<file path="config.mk">
export PLATFORM = sky130hd
export DESIGN_NAME = exception_seq_flat
export DESIGN_NICKNAME = d
export VERILOG_FILES = /design/src/rtl/exception_seq_if.sv /design/src/rtl/exception_seq.sv /design/src/flat_wrapper.sv
export SDC_FILE = /design/constraint.sdc
export NUM_CORES = 1
export LEC_CHECK = 0
export ABC_CLOCK_PERIOD_IN_PS = 1700
export BUFFER_PORTS_ARGS = -buffer_cell sky130_fd_sc_hd__buf_2
export CAP_MARGIN = 20
export CORE_MARGIN = 3
export CORE_UTILIZATION = 44
export CTS_CLUSTER_SIZE = 12
export DETAILED_ROUTE_END_ITERATION = 8
export GPL_TIMING_DRIVEN = 0
export HOLD_SLACK_MARGIN = 0.08
export PLACE_DENSITY = 0.81
export SYNTH_ARGS = -nofsm -noshare
export SYNTH_HDL_FRONTEND = slang
export SYNTH_SLANG_ARGS = --single-unit
</file>
<file path="constraint.sdc">
create_clock -name clk -period 1.7 [get_ports clk]
set_input_delay 0.34 -clock clk [delete_from_list [all_inputs] [get_ports clk]]
set_output_delay 0.34 -clock clk [all_outputs]
set_load 0.005 [all_outputs]
</file>
<file path="src/rtl/exception_seq_if.sv">
// Bundle between main control / memory and the exception sequencer.
// The slave side is the sequencer itself; the master side is main control.
interface exception_seq_if;
    logic [2:0]  ctrl_addr_sel;
    logic        exc_opcode;
    logic        exc_overflow;
    logic        exc_div0;
    logic [31:0] pc_in;
    logic [31:0] mem_data_in;

    logic [2:0]  addr_sel;
    logic        mem_rd;
    logic [31:0] epc_out;
    logic [1:0]  cause;
    logic        pc_write;
    logic [31:0] pc_value;
    logic        busy;

    modport master (
        output ctrl_addr_sel,
        output exc_opcode,
        output exc_overflow,
        output exc_div0,
        output pc_in,
        output mem_data_in,
        input  addr_sel,
        input  mem_rd,
        input  epc_out,
        input  cause,
        input  pc_write,
        input  pc_value,
        input  busy
    );

    modport slave (
        input  ctrl_addr_sel,
        input  exc_opcode,
        input  exc_overflow,
        input  exc_div0,
        input  pc_in,
        input  mem_data_in,
        output addr_sel,
        output mem_rd,
        output epc_out,
        output cause,
        output pc_write,
        output pc_value,
        output busy
    );
endinterface

</file>
<file path="src/rtl/exception_seq.sv">
// Exception sequencer: saves the faulting PC, fetches the handler address
// from a fixed vector slot and loads it into the PC.
//
// state | meaning
// ------+---------------------------------------------------------------
// IDLE  | address mux follows main control; waiting for an exception
// SAVE  | cause latched; EPC captured at the edge leaving this state
// RD0   | vector slot on the address bus, first memory latency cycle
// RD1   | second memory latency cycle
// LOAD  | memory data valid; one-cycle PC load of the handler address
module exception_seq (
    input  logic          clk,
    input  logic          reset,
    exception_seq_if.slave bus
);

    typedef enum logic [2:0] {
        IDLE = 3'd0,
        SAVE = 3'd1,
        RD0  = 3'd2,
        RD1  = 3'd3,
        LOAD = 3'd4
    } state_t;

    state_t      state;
    logic [2:0]  vec_sel;
    logic [1:0]  cause_q;
    logic [31:0] epc_q;
    logic        busy_q;
    logic        mem_rd_q;
    logic        pc_write_q;

    logic        req_any;
    logic [1:0]  req_cause;
    logic [2:0]  req_vec;

    // Fixed-priority request resolution: opcode > overflow > div0.
    always_comb begin
        req_any   = bus.exc_opcode | bus.exc_overflow | bus.exc_div0;
        req_cause = 2'b00;
        req_vec   = 3'b000;
        if (bus.exc_opcode) begin
            req_cause = 2'b01;
            req_vec   = 3'b010;
        end else if (bus.exc_overflow) begin
            req_cause = 2'b10;
            req_vec   = 3'b011;
        end else if (bus.exc_div0) begin
            req_cause = 2'b11;
            req_vec   = 3'b100;
        end
    end

    // Sequencer FSM; strobes are registered from the state being entered.
    always_ff @(posedge clk or posedge reset) begin
        if (reset) begin
            state      <= IDLE;
            vec_sel    <= 3'b000;
            cause_q    <= 2'b00;
            epc_q      <= 32'd0;
            busy_q     <= 1'b0;
            mem_rd_q   <= 1'b0;
            pc_write_q <= 1'b0;
        end else begin
            case (state)
                IDLE: begin
                    if (req_any) begin
                        state   <= SAVE;
                        cause_q <= req_cause;
                        vec_sel <= req_vec;
                        busy_q  <= 1'b1;
                    end
                end
                SAVE: begin
                    state    <= RD0;
                    epc_q    <= bus.pc_in - 32'd4;
                    mem_rd_q <= 1'b1;
                end
                RD0: begin
                    state <= RD1;
                end
                RD1: begin
                    state      <= LOAD;
                    mem_rd_q   <= 1'b0;
                    pc_write_q <= 1'b1;
                end
                LOAD: begin
                    // Requests on this edge are dropped: only IDLE accepts.
                    state      <= IDLE;
                    pc_write_q <= 1'b0;
                    busy_q     <= 1'b0;
                end
                default: begin
                    state      <= IDLE;
                    busy_q     <= 1'b0;
                    mem_rd_q   <= 1'b0;
                    pc_write_q <= 1'b0;
                end
            endcase
        end
    end

    // Output drive; the mux selector and handler address are combinational
    // because main control and memory data must pass through in-cycle.
    always_comb begin
        bus.addr_sel = busy_q ? vec_sel : bus.ctrl_addr_sel;
        bus.pc_value = pc_write_q ? {24'd0, bus.mem_data_in[7:0]} : 32'd0;
        bus.busy     = busy_q;
        bus.mem_rd   = mem_rd_q;
        bus.pc_write = pc_write_q;
        bus.epc_out  = epc_q;
        bus.cause    = cause_q;
    end

endmodule

</file>
<file path="src/flat_wrapper.sv">
// flat-port wrapper written by rule: the top's interface ports become plain ports
module exception_seq_flat 
  (clk, reset, bus_ctrl_addr_sel, bus_exc_opcode, bus_exc_overflow, bus_exc_div0, bus_pc_in, bus_mem_data_in, bus_addr_sel, bus_mem_rd, bus_epc_out, bus_cause, bus_pc_write, bus_pc_value, bus_busy);
  exception_seq_if bus_i ();
  input  logic clk;
  input  logic reset;
  input wire logic [$bits(bus_i.ctrl_addr_sel)-1:0] bus_ctrl_addr_sel;
  input wire logic [$bits(bus_i.exc_opcode)-1:0] bus_exc_opcode;
  input wire logic [$bits(bus_i.exc_overflow)-1:0] bus_exc_overflow;
  input wire logic [$bits(bus_i.exc_div0)-1:0] bus_exc_div0;
  input wire logic [$bits(bus_i.pc_in)-1:0] bus_pc_in;
  input wire logic [$bits(bus_i.mem_data_in)-1:0] bus_mem_data_in;
  output wire logic [$bits(bus_i.addr_sel)-1:0] bus_addr_sel;
  output wire logic [$bits(bus_i.mem_rd)-1:0] bus_mem_rd;
  output wire logic [$bits(bus_i.epc_out)-1:0] bus_epc_out;
  output wire logic [$bits(bus_i.cause)-1:0] bus_cause;
  output wire logic [$bits(bus_i.pc_write)-1:0] bus_pc_write;
  output wire logic [$bits(bus_i.pc_value)-1:0] bus_pc_value;
  output wire logic [$bits(bus_i.busy)-1:0] bus_busy;
  assign bus_i.ctrl_addr_sel = bus_ctrl_addr_sel;
  assign bus_i.exc_opcode = bus_exc_opcode;
  assign bus_i.exc_overflow = bus_exc_overflow;
  assign bus_i.exc_div0 = bus_exc_div0;
  assign bus_i.pc_in = bus_pc_in;
  assign bus_i.mem_data_in = bus_mem_data_in;
  assign bus_addr_sel = bus_i.addr_sel;
  assign bus_mem_rd = bus_i.mem_rd;
  assign bus_epc_out = bus_i.epc_out;
  assign bus_cause = bus_i.cause;
  assign bus_pc_write = bus_i.pc_write;
  assign bus_pc_value = bus_i.pc_value;
  assign bus_busy = bus_i.busy;
  exception_seq u_core (.clk(clk), .reset(reset), .bus(bus_i));
endmodule
</file>
; ---- Word level (Yosys, flattened, before mapping)
; Cells that the tools add are included.
[word_totals]
register_bits = 43
word_cells = 36
[op_classes]
bitwise_logic = 3
n_eq_ne = 5
add_sub_neg = 1
n_reduce_logical = 6
muxes = 14
[op_table]
columns = op, count
row1 = subtractor 32 x 3 -> 32 bit (second input constant), 1
row2 = 2-to-1 mux 3 bit, 5
row3 = one-hot mux 3 bit (4 select lines), 1
row4 = OR reduction 3 bit, 3
row5 = 2-to-1 mux 8 bit, 1
row6 = == test 3 x 2 -> 1 bit (second input constant), 2
row7 = 2-to-1 mux 2 bit, 3
row8 = one-hot mux 1 bit (2 select lines), 3
row9 = AND reduction 2 bit, 2
row10 = == test 3 x 1 -> 1 bit (second input constant), 1
row11 = == test 3 bit (second input constant), 1
row12 = zero test 3 bit, 1
row13 = inequality test 2 x 1 -> 1 bit (second input constant), 1
row14 = bitwise OR 1 bit, 2
row15 = 2-to-1 mux 1 bit, 1
row16 = inverter 1 bit, 1

; ---- Depth between registers and ports, before layout
[depth]
ltp_word = 4
depth_mapped = 8
mapped_depth_nobuf = 7

; ---- Worst setup path before layout
; Ideal clock, no wire load.
[synth_path]
path_type = input port to flip-flop
start = input port bus_pc_in[2]
end = register u_core.epc_q[30] (netlist: u_core.bus.epc_out[30])
setup_ps = 127
stages = 8
setup_slack_ps = -138
t_arrival_ps = 1712
required_ps = 1573
path_buffers = 1
cell_sequence = inv_1 > ha_1 > or4b_1 > buf_4 > nand4b_4 > nor3_2 > xnor2_1 > o21ai_2
[synth_via]
elab_chain_cells = 1
[synth_lines]
columns = item, line
row1 = from (decl), flat_wrapper.sv:11  ; input wire logic [$bits(bus_i.pc_in)-1:0] bus_pc_in;
row2 = subtractor 32 x 3 -> 32 bit, exception_seq.sv:76  ; epc_q <= bus.pc_in - 32'd4;
row3 = to (signal assigned), exception_seq.sv:76
row4 = to (decl), exception_seq.sv:28  ; logic [31:0] epc_q;
; Every way passes these cells.
; A chain may end at the register's enable or synchronous reset.

; ---- Final worst setup path
; Same ends and word-level chain as after synthesis.

==> metrics.md <==
| Metric | Value |
|---|---|
| CTS tree | `done` |
| # diodes | `0` |
| Drt wl/cell | `13.1 um` |
| Detailed-placement wirelength estimate | `between 4000 and 5000 um` |
| R2R Setup Slk | `200 ps` |
| Status | `finished clean` |
| Terminus of the critical flop-to-flop path | `u_core.bus.epc_out[25]$_DFFE_PP0P_` |
| Vias | `between 2000 and 2500` |
| I/O pins | `144` |
| Filler cell count | `468` |
| WS Path Type | `in -> reg` |
| CP arrival | `around 1800 ps` |
| Clock transition at path regs | `80 ps` |
| Final-stage net count | `464` |
| Post-synth EDFFs | `0` |
| Worst setup SP type | `input port` |
| Routed vias/inst | `4.80` |
| Synthesized instance count | `~270` |
| DIE WIDTH | `approximately 80 um` |
| Initial Util | `47.1%` |
| Worst-path maximum fanout | `7` |
| Clk buf depth | `2` |
| Async SR Flop Fraction | `100%` |
| H-Tree Depth | `2` |
| Largest net degree at the start of global routing | `44` |
| Worst path required time | `1880 ps` |
| Ys flop type | `dfrtp_1` |
| Fmax | `slightly above 600 MHz` |
| Crit. End Element | `flop` |
| Initial antenna violation count | `0` |
| Final Worst Setup Slack | `60.0 ps` |
| Die Ht | `81.1 um` |
| Reg2reg start | `u_core.state[2]$_DFFE_PP0P_` |
| Synth warnings | `0` |
| Routed Antenna Nets | `0` |
| CTS Buf Count | `5` |
| Core Box Area | `between 5000 and 6000 um^2` |
| DRT Pass-1 Iters | `6` |
| Register area share after synthesis | `43.4%` |
| Vias in the first global route | `between 2000 and 2500` |
| Worst-Skew Late Latency | `290 ps` |
| R2r worst-path depth | `4` |
| Area Overhead vs Synth | `33.7%` |
| Max IR drop VDD | `0.000601 V` |
| Hold_buf cts | `0` |
| Max-cap violations | `0` |
| Final setup vio count | `0` |
| CTS sink count | `43` |
| Synthesized area per cell | `between 9 and 10 um^2` |
| Crit path time final | `1640 ps` |
| Max Slew Vio Count | `0` |
| Die area | `6570 um^2` |
| First-pass GRT wire length | `9700 um` |
| WHS Path Cells | `3` |
| Mapped Area | `2480 um^2` |
| Row cnt | `26` |
| I/O Buffers | `95` |
| Dpl ws | `-325 ps` |
| Hold wc startpoint | `bus_pc_in[1]` |
| Unrepaired setup endpoints after global routing | `true` |
| WHS Endpoint | `u_core.bus.epc_out[1]$_DFFE_PP0P_` |
| Worst Hold Class | `in -> reg` |
| Slew @ Worst Pin | `915 ps` |
| Final hold vios | `0` |
| WL final | `6060 um` |
| Post-synthesis register bit count | `43` |
| Detailed-route DRC error count | `0` |
| Skew final | `approximately 3.8 ps` |
| Total Routing Usage GR | `19.1%` |
| Relative slew margins | `38.9%` |
| Core Util, Final | `about 63%` |
| Initial DRC count | `76` |
| Leakage | `0.00162 uW` |
| Clk root buf | `clkbuf_8` |
| Gpl congestion | `0.815` |
| Post-synth cell types | `39` |
| Layout cells sized above 1 | `a little over 40%` |
| Grt ovf | `0` |
| Final Cycle Share | `between 90% and 100%` |
| Power per cell area | `1340 nW/um^2` |
-- final cells by class --
| class | count | area (um^2) | share of cell area [%] |
|---|---|---|---|
| Multi-Input combinational cell | 208 | 1330 | 40.0 |
| Sequential cell | 43 | 1080 | 32.5 |
| Timing Repair Buffer | 96 | 492 | 14.8 |
| Buffer | 31 | 210 | 6.34 |
| Tap cell | 70 | 87.6 | 2.64 |
| Clock buffer | 5 | 68.8 | 2.08 |
| Inverter | 6 | 40.0 | 1.21 |
| Clock inverter | 3 | 15.0 | 0.453 |
-- report_power, final --
| part | switching [uW] | leakage (uW) | internal (uW) |
|---|---|---|---|
| Combinational | 1050 | 0.00105 | 903 |
| Clock | 347 | 0.0000477 | 282 |
| Sequential | 319 | 0.000517 | 1530 |
| Total | 1710 | 0.00162 | 2710 |
-- worst max path at each step --
stage | start | to | depth (start not counted)
floorplan | bus_pc_in[3] | u_core.bus.epc_out[30]$_DFFE_PP0P_ | 8
global route | bus_pc_in[2] | u_core.bus.epc_out[20]$_DFFE_PP0P_ | 8
global placement | bus_pc_in[3] | u_core.bus.epc_out[30]$_DFFE_PP0P_ | 9
finish | bus_pc_in[2] | u_core.bus.epc_out[30]$_DFFE_PP0P_ | 8
CTS | bus_pc_in[2] | u_core.bus.epc_out[28]$_DFFE_PP0P_ | 8
detailed placement | bus_pc_in[3] | u_core.bus.epc_out[30]$_DFFE_PP0P_ | 9
-- cell usage after synthesis (all sizes together) (5+ instances only) --
library cell | instances | area share [%]
clkbuf | 6 | 0.91
nand2 | 41 | 6.3
dfrtp | 43 | 43
nor2 | 18 | 2.7
xnor2 | 22 | 7.8
buf | 26 | 7.9
inv | 6 | 0.91
o21ai | 27 | 5.6
nor4 | 8 | 3.6
nor3 | 12 | 3.0
or3 | 5 | 1.3
a21oi | 7 | 1.4
and2 | 8 | 2.0
-- cell families (layout without fill, tap and decap cells) --
group | after synthesis | count (layout) | synth area share, %
AND/OR/NAND/NOR | 110 | 110 | 25.7
other | 1 | 24 | 0.151
AO/OA/AOI/OAI | 44 | 44 | 9.99
XOR/XNOR | 26 | 26 | 9.18
buffers and inverters | 38 | 141 | 9.69
multiplexers | 3 | 3 | 1.36
adder cells (fa/ha/maj) | 1 | 1 | 0.504
flip-flops | 43 | 43 | 43.4
-- registers in the layout, indices dropped and copies added, names as in the netlist --
name	cells
u_core.bus.busy	1
u_core.bus.mem_rd	1
u_core.bus.cause	2
u_core.bus.epc_out	32
u_core.vec_sel	3
u_core.state	3
u_core.bus.pc_write	1
-- placed cells by master, fill, tap and decap left out, types with 3 or more instances in the layout --
master / n
nand2_1: 39
and2_1: 8
nor3_1: 3
xor2_1: 4
mux2_2: 3
a21o_1: 3
nor4_2: 5
o21ai_0: 14
nor2_1: 18
nor3_2: 8
dfrtp_1: 43
conb_1: 24
inv_1: 3
clkbuf_8: 5
nor4b_2: 3
or3_1: 5
o21ai_1: 12
xnor2_1: 22
clkbuf_1: 6
a21oi_1: 7
clkinv_2: 3
buf_4: 27
nand3_1: 4
buf_2: 93
-- metrics by stage --
stage          cell area (um^2)  power [uW]  hold slack [ps]  TNS (ps)  instances
3_5_place_dp               3170        3850              459     -5410        454
4_1_cts                    3260        4490              227         0        462
5_1_grt                    3310        4850              226     -38.2        462
2_1_floorplan              2600        2920              425     -55.1        289
3_3_place_gp               3170        3740              459    -13520        454
6_report                   3310        4430              233         0        462
-- worst max-delay path: stages --
cell and delay, ps:
buf_4 140, inv_6 50, ha_4 140, or4b_4 540
nand4b_4 220, nor3_2 150, xnor2_1 150, o21ai_2 80
-- per-layer routing --
metal | routed length (um) | GRT usage, %
met1 | 2420 | 22.6
met2 | 3040 | 34.3
met3 | 545 | 4.55
met4 | 59 | 5.07
met5 | 0 | 0
-- what timing repair did --
action,CTS,global route
gates resized for setup,3,11
gates cloned,0,0
buffers inserted,1,0
pin swaps,4,2
endpoints found under the hold margin,0,0
endpoints found under the setup margin,4,18
Power figures use the tool's default switching activity.
